## src/rtl/wb_pkg.sv

```systemverilog
// Shared write-back encodings: result-select and load-type codes.
// Used by the WB register stage and its load extender.
package wb_pkg;

  localparam logic [1:0] WB_SEL_ALU  = 2'b00;
  localparam logic [1:0] WB_SEL_DMEM = 2'b01;
  localparam logic [1:0] WB_SEL_LINK = 2'b10;
  localparam logic [1:0] WB_SEL_AUX  = 2'b11;

  localparam logic [2:0] LD_LW  = 3'b000;
  localparam logic [2:0] LD_LB  = 3'b001;
  localparam logic [2:0] LD_LBU = 3'b010;
  localparam logic [2:0] LD_LH  = 3'b011;
  localparam logic [2:0] LD_LHU = 3'b100;

endpackage

```

## src/rtl/wb_load_extend.sv

```systemverilog
// Sub-word load extraction: picks byte/half by offset and
// sign- or zero-extends it; unknown codes pass the word.
module wb_load_extend
  import wb_pkg::*;
#(
  parameter int DATA_W = 32
) (
  input  logic [DATA_W-1:0] word,
  input  logic [1:0]        off,
  input  logic [2:0]        load_type,
  output logic [DATA_W-1:0] ext
);

  logic [7:0]  byte_v;
  logic [15:0] half_v;

  // Lane select: byte by full offset, half by off[1] only
  always_comb begin
    byte_v = word[7:0];
    case (off)
      2'd0:    byte_v = word[7:0];
      2'd1:    byte_v = word[15:8];
      2'd2:    byte_v = word[23:16];
      default: byte_v = word[31:24];
    endcase
    half_v = off[1] ? word[31:16] : word[15:0];
  end

  // Extension by load type; reserved codes act as LW
  always_comb begin
    ext = word;
    case (load_type)
      LD_LB:   ext = {{(DATA_W-8){byte_v[7]}}, byte_v};
      LD_LBU:  ext = {{(DATA_W-8){1'b0}}, byte_v};
      LD_LH:   ext = {{(DATA_W-16){half_v[15]}}, half_v};
      LD_LHU:  ext = {{(DATA_W-16){1'b0}}, half_v};
      default: ext = word;
    endcase
  end

endmodule

```

## src/rtl/pipeline_wb_unit.sv

```systemverilog
// MEM/WB pipeline register, result mux and retire counter.
// Outputs are combinational functions of the WB registers only.
module pipeline_wb_unit
  import wb_pkg::*;
#(
  parameter int DATA_W = 32,
  parameter int ADDR_W = 5,
  parameter int CNT_W  = 32
) (
  input  logic              clk,
  input  logic              rst,
  input  logic              stall,
  input  logic              flush,
  input  logic              valid_in,
  input  logic [ADDR_W-1:0] rd_write_address_in,
  input  logic              rd_write_enable_in,
  input  logic [1:0]        rd_select_in,
  input  logic [2:0]        load_type_in,
  input  logic [1:0]        byte_off_in,
  input  logic [DATA_W-1:0] alu_result_in,
  input  logic [DATA_W-1:0] dmem_data_in,
  input  logic [DATA_W-1:0] link_addr_in,
  input  logic [DATA_W-1:0] aux_data_in,
  output logic [ADDR_W-1:0] rd_write_address_out,
  output logic              rd_write_enable_out,
  output logic [DATA_W-1:0] rd_write_data_out,
  output logic              wb_valid_out,
  output logic [CNT_W-1:0]  retire_count_out
);

  if (DATA_W != 32) begin : g_bad_width
    $error("pipeline_wb_unit: DATA_W must be 32");
  end

  logic              valid_r;
  logic              we_r;
  logic [ADDR_W-1:0] addr_r;
  logic [1:0]        sel_r;
  logic [2:0]        ltype_r;
  logic [1:0]        off_r;
  logic [DATA_W-1:0] alu_r;
  logic [DATA_W-1:0] dmem_r;
  logic [DATA_W-1:0] link_r;
  logic [DATA_W-1:0] aux_r;
  logic [CNT_W-1:0]  cnt_r;
  logic [DATA_W-1:0] load_v;

  // WB register: reset/flush insert a bubble, stall holds
  always_ff @(posedge clk) begin
    if (rst || flush) begin
      valid_r <= 1'b0;
      we_r    <= 1'b0;
      addr_r  <= '0;
      sel_r   <= WB_SEL_ALU;
      ltype_r <= LD_LW;
      off_r   <= '0;
      alu_r   <= '0;
      dmem_r  <= '0;
      link_r  <= '0;
      aux_r   <= '0;
    end else if (!stall) begin
      valid_r <= valid_in;
      we_r    <= rd_write_enable_in;
      addr_r  <= rd_write_address_in;
      sel_r   <= rd_select_in;
      ltype_r <= load_type_in;
      off_r   <= byte_off_in;
      alu_r   <= alu_result_in;
      dmem_r  <= dmem_data_in;
      link_r  <= link_addr_in;
      aux_r   <= aux_data_in;
    end
  end

  // Retire count: the WB instruction leaves on any unstalled edge
  always_ff @(posedge clk) begin
    if (rst) begin
      cnt_r <= '0;
    end else if (valid_r && !stall) begin
      cnt_r <= cnt_r + 1'b1;
    end
  end

  wb_load_extend #(
    .DATA_W (DATA_W)
  ) u_ext (
    .word      (dmem_r),
    .off       (off_r),
    .load_type (ltype_r),
    .ext       (load_v)
  );

  // Result mux and x0-suppressed write enable
  always_comb begin
    rd_write_data_out = alu_r;
    case (sel_r)
      WB_SEL_ALU:  rd_write_data_out = alu_r;
      WB_SEL_DMEM: rd_write_data_out = load_v;
      WB_SEL_LINK: rd_write_data_out = link_r;
      default:     rd_write_data_out = aux_r;
    endcase
    rd_write_enable_out  = valid_r & we_r & (addr_r != '0);
    rd_write_address_out = addr_r;
    wb_valid_out         = valid_r;
    retire_count_out     = cnt_r;
  end

endmodule
```

## config.mk

```make
export PLATFORM = sky130hd
export DESIGN_NAME = pipeline_wb_unit
export DESIGN_NICKNAME = d
export VERILOG_FILES = /design/src/rtl/wb_pkg.sv /design/src/rtl/wb_load_extend.sv /design/src/rtl/pipeline_wb_unit.sv
export SDC_FILE = /design/constraint.sdc
export NUM_CORES = 1
export LEC_CHECK = 0
export ABC_AREA = 1
export CORE_MARGIN = 2
export CORE_UTILIZATION = 40
export CTS_BUF_LIST = sky130_fd_sc_hd__clkbuf_4
export DETAILED_ROUTE_END_ITERATION = 12
export PLACE_DENSITY = 0.67
export SLEW_MARGIN = 10
export SYNTH_ARGS = -nofsm -noshare
export SYNTH_HDL_FRONTEND = slang
export SYNTH_HIERARCHICAL = 1
export SYNTH_SLANG_ARGS = --single-unit
export TNS_END_PERCENT = 20
```

## constraint.sdc

```tcl
create_clock -name clk -period 1.6 [get_ports clk]
set_input_delay 0.4 -clock clk [delete_from_list [all_inputs] [get_ports clk]]
set_output_delay 0.4 -clock clk [all_outputs]
set_load 0.01 [all_outputs]
```

Word level (Yosys, flattened, before mapping). Index checks and enable logic that the tools add are counted.

Reduce and logical (&&, ||, !) cells: 6. Bitwise gates (word level): 2. Add/sub/neg operators: 1. Eq/ne operators: 8. Multiplexer cells: 4.

Operators with widths (count): $pmux 32 s4 (1); $pmux 32 s3 (1); $add 32x1->32 const B (1); $pmux 8 s3 (1); $mux 16 (1); $eq 3x2->1 const B (2); $reduce_bool 5->1 (1); $eq 2x1->1 const B (2); $eq 2x2->1 const B (2); $logic_not 2->1 (2); $eq 3x1->1 const B (1); $eq 3x3->1 const B (1); $and 1x1->1 (2); $logic_and 1x1->1 (1); $logic_not 1->1 (1); $logic_or 1x1->1 (1).

Logic and storage cells: 32. Output and inout port bits: 71. Register bits: 174. Input bits: 146.

Logic depth before layout (Yosys ltp).
Word-level depth: 4. Gate-level depth with buffers: 10. Depth with buffers taken out: 9.

By module. The synthesis kept the hierarchy.

Modules (own cells, without submodules): pipeline_wb_unit (cells each 1073, area an instance 7399.6 µm², times used 1, sequential area each 3483.3 µm²); wb_load_extend (cells each 206, area an instance 945.9 µm², times used 1, sequential area each 0.0 µm²).

Worst setup path after synthesis. OpenSTA, ideal clock, no wires.

Kind: reg2out. Start point: reg ltype_r[2]. End point: out rd_write_data_out[11]. Arrival: 1.223 ns. Stages on the path, launching flop included: 10. Path buffers: 1. Required time: 1.200 ns. Path slack: -0.023 ns. Cells stage by stage: dfxtp_1 -> inv_1 -> nand3_1 -> nand2_2 -> nor2_4 -> buf_6 -> nand2_1 -> nand3_1 -> nand2_1 -> nand4_1.

Cells in the longest elaborated chain, start to end: 3. Elaborated cells on any way between the ends: 6. Classes of those cells: 4 x eq/ne; 2 x mux.

RTL lines: start, declared (RTL line pipeline_wb_unit.sv:39) `logic [2:0] ltype_r;`; start signal, assigned (RTL line pipeline_wb_unit.sv:66) `ltype_r <= load_type_in;`; $eq 3x3->1 (tied with other cells) (RTL line wb_load_extend.sv:32) `case (load_type)`; $pmux 32 s4 (*) (RTL line wb_load_extend.sv:32); net load_v[11] (RTL line pipeline_wb_unit.sv:46) `logic [DATA_W-1:0] load_v;`; $pmux 32 s3 (*) (RTL line pipeline_wb_unit.sv:96) `case (sel_r)`; end, declared (RTL line pipeline_wb_unit.sv:26) `output logic [DATA_W-1:0] rd_write_data_out,`.

The timed path passes the listed nets; every way through them passes the cells marked *.

Worst setup path in the final report.
Start point: reg ltype_r[1]. End point: out rd_write_data_out[24].

Same word-level chain as after synthesis.

==> results.py <==
metrics = {
    "final_layout": {
        "layout-drive-gt1-share_pct": 20.27,
        "final_cell_area_sq_um": 11860,
        "final_cell_mix": "nand2_1 (543), a21oi_1 (160), clkdlybuf4s50_1 (144)",
        "n_fill_cell": 2016,
        "nets": 1688,
        "final_common_cell": "nand2_1",
        "area_delta_synth_final_pct": 42.07,
        "multiInputGateArea_sq_um": 4436,
        "regArea_sq_um": 3591,
    },
    "critical_path": {
        "worst_ep_required_time_ns": 1.20,
        "endpoint_kind": "primary output",
        "cp_max_fo": 6,
        "critPathSlowestCell": "dfxtp_4",
        "reg2reg_depth": 9,
        "r2r-start": "retire_count_out[0]$_SDFFE_PP0P_",
        "path_buf_inv": 3,
        "r2r_end": "retire_count_out[28]$_SDFFE_PP0P_",
        "critical_path_class": "reg -> out",
        "start_kind": "flip-flop",
        "arrival_ns": 2.07,
        "critical_path.top_delay_family": "simple AND/OR/NAND/NOR gates",
        "critPathCapture": "rd_write_data_out[24]",
        "worstPathCellList": "nor2_4, nand2_2, nand2_4, nor2_4, buf_12, clkbuf_16, nand2_1, nand3_1, nand2_1, nand4_1, buf_2",
        "cp-startpoint": "ltype_r[1]$_SDFFE_PP0N_",
        "cp.depth": 11,
        "max_stage_delay_ns": 0.41,
        "r2r_slack_ns": 0.09,
    },
    "routing": {
        "initialDrtViolationCount": 588,
        "finalWirelength_microns": 29650,
        "wire_per_inst_microns": 16.23,
        "final_antenna_net_count": 0,
        "drtPass1Iterations": 5,
        "drc_errors": 0,
        "viasPerCell": 5.097,
        "vias": 9307,
    },
    "synthesis": {
        "avgSynthCellArea_sq_um": 6.525,
        "syn_inst": 1279,
        "syn-num-nets": 1426,
        "ys_ff_latch": 174,
        "synth_area_leader_cell": "dfxtp_1",
        "netlist_area_sq_um": 8346,
        "ys.warnings.count": 6,
        "synthTopCellsByArea": "dfxtp_1 (42%), nand2_1 (25%), a21oi_1 (9.6%), nand3_1 (5.1%), nand4_1 (2.9%)",
        "synth.distinct_cells": 29,
        "synth.top_cell.area_share_pct": 41.74,
        "yosysSeqAreaShare_pct": 41.74,
    },
    "placed_design": {
        "dp.final_hpwl_microns": 21670,
        "dpl_cell_area_sq_um": 11310,
        "place_ws_ns": -0.6399,
        "portBuffers": 216,
        "gp_congestion": 0.8838,
    },
    "global_route": {
        "grt_pass1_vias": 8615,
        "overflow": 0,
        "grt_max_degree": 104,
        "antenna_found_initial": 5,
        "use_met1_pct": 35.31,
        "use_met2_pct": 41.97,
        "grt_util_all_layers_pct": 26.45,
        "grt_busiest_layer": "met2",
        "grt_pass1_wl_microns": 45650,
        "gr-usage-met3_pct": 6.933,
    },
    "die": {
        "initial_core_util_pct": 40.98,
        "die_y_microns": 148.4,
        "io_pins": 217,
        "num_rows": 52,
        "dieArea_sq_um": 22030,
        "core_sq_um": 20360,
        "die_w_microns": 148.4,
    },
    "clock_tree": {
        "htreeDepth": 4,
        "root_buffer": "clkbuf_4",
        "ctsLongestPathBuffers": 2,
        "clk_latency_ns": 0.59,
        "path_clk_slew_ns": 0.16,
        "cts_tree": "done",
        "cts_made_buffers": 17,
        "cts_num_sinks": 174,
        "cts_hold_buf": 0,
    },
    "run_status": {
        "violations": "setup timing",
        "status": "finished with violations",
    },
    "sta": {
        "maxSlewViolCount": 0,
        "tightest_slew_ns": 0.4907,
        "finalCritPeriodShare_pct": 154.6,
        "finalSetupViolCount": 34,
        "holdWs_ns": 0.3297,
        "relSlewSlack_pct": 67.29,
        "finalCriticalPeriod_ns": 2.473,
        "fin_ws_ns": -0.8728,
        "rsz0062_at_grt": "yes",
        "max_freq_mhz": 404.4,
        "hold_violations": 0,
        "skew_ns": 0.02867,
    },
    "pwr": {
        "leakage_nw": 5.053,
        "p_per_area_nw_per_um2": 732.5,
        "ir_worst_vdd_mv": 0.5262,
    },
    "run": {
        "max_cap_viol_count": 0,
    },
    "hold_path": {
        "hold_depth": 4,
        "hold_class": "in -> reg",
    },
}
==> timing repair <==
item	in CTS	in global routing
resized for setup	346	72
pin swaps	4	21
cloned	1	2
endpoints found under the setup margin	71	64
buffers inserted	3	6
==> power by group <==
part	switching [W]	internal [W]	total (W)	leakage [nW]
Combinational	0.000618	0.000672	0.00129	3.44
Clock	0.00175	0.00114	0.00289	0.171
Sequential	0.0000864	0.00442	0.00450	1.44
==> per-layer routing <==
metal	part of all wire, %	up-vias
met1	43	4273
met2	46	346
met5	0.14	-
li1	-	4630
met4	2.6	6
met3	8.6	52
==> metrics by stage <==
step / cells / total power (W) / setup TNS, ns / util, %
floorplan: 1279 / 0.005135 / 0 / -
global placement: 1782 / 0.005848 / -23.50 / 55.52
detailed placement: 1782 / 0.005856 / -25.07 / 55.52
CTS: 1818 / 0.008693 / -27.15 / 56.57
global route: 1826 / 0.009034 / -30.94 / 58.22
finish: 1826 / 0.008684 / -26.35 / 58.22
==> cells in the mapped netlist (all sizes together) <==
cell type and n:
buf 30, and2 1, nand4 39, nand2 565
a211oi 2, a21oi 160, xnor2 1, o21bai 1
nand3 88, nor2 74, dfxtp 174, ha 1
clkbuf 43, o21ai 20, inv 65, nor3 8
xor2 3, or2 2, o21a 1, nand3b 1
==> flip-flops by register name, indices dropped and copies added, names as in the netlist <==
name / count
link_r: 32
we_r: 1
sel_r: 2
dmem_r: 32
rd_write_address_out: 5
aux_r: 32
alu_r: 32
retire_count_out: 32
ltype_r: 3
wb_valid_out: 1
off_r: 2
==> worst min-delay path, stage by stage <==
cell	delay, ns
buf_4	0.13
buf_12	0.20
nand2_1	0.10
a21oi_1	0.05
==> how the worst min path moves through the flow <==
stage	start	slack [ns]	to
after detailed placement	aux_r[16]$_SDFFE_PP0N_	0.46	aux_r[16]$_SDFFE_PP0N_
after global routing	aux_data_in[17]	0.28	aux_r[17]$_SDFFE_PP0N_
final	stall	0.33	link_r[25]$_SDFFE_PP0N_
after CTS	stall	0.30	retire_count_out[10]$_SDFFE_PP0P_
after floorplan	alu_r[22]$_SDFFE_PP0N_	0.44	alu_r[22]$_SDFFE_PP0N_
after global placement	alu_r[22]$_SDFFE_PP0N_	0.45	alu_r[22]$_SDFFE_PP0N_
==> cell families after synthesis <==
group | after synthesis | share of synthesized area (%)
and+or+nand+nor | 778 | 38.85
AOI/OAI and AO/OA | 184 | 11.15
DFF | 174 | 41.74
buffers and inverters | 138 | 7.691
xor gates and xnor gates | 4 | 0.4199
adders and majority gates | 1 | 0.1499
==> area by class of cell <==
cell class / count / share of cell area [%]
repair buffers: 316 / 24.48
flip-flops and latches: 174 / 30.29
clock buffers: 17 / 1.076
inverters: 65 / 2.153
clock inverters: 15 / 1.699
multi-input cells: 967 / 37.41
well taps: 270 / 2.849
diodes: 2 / 0.04221
No activity file was read; power rests on OpenSTA's default activity.
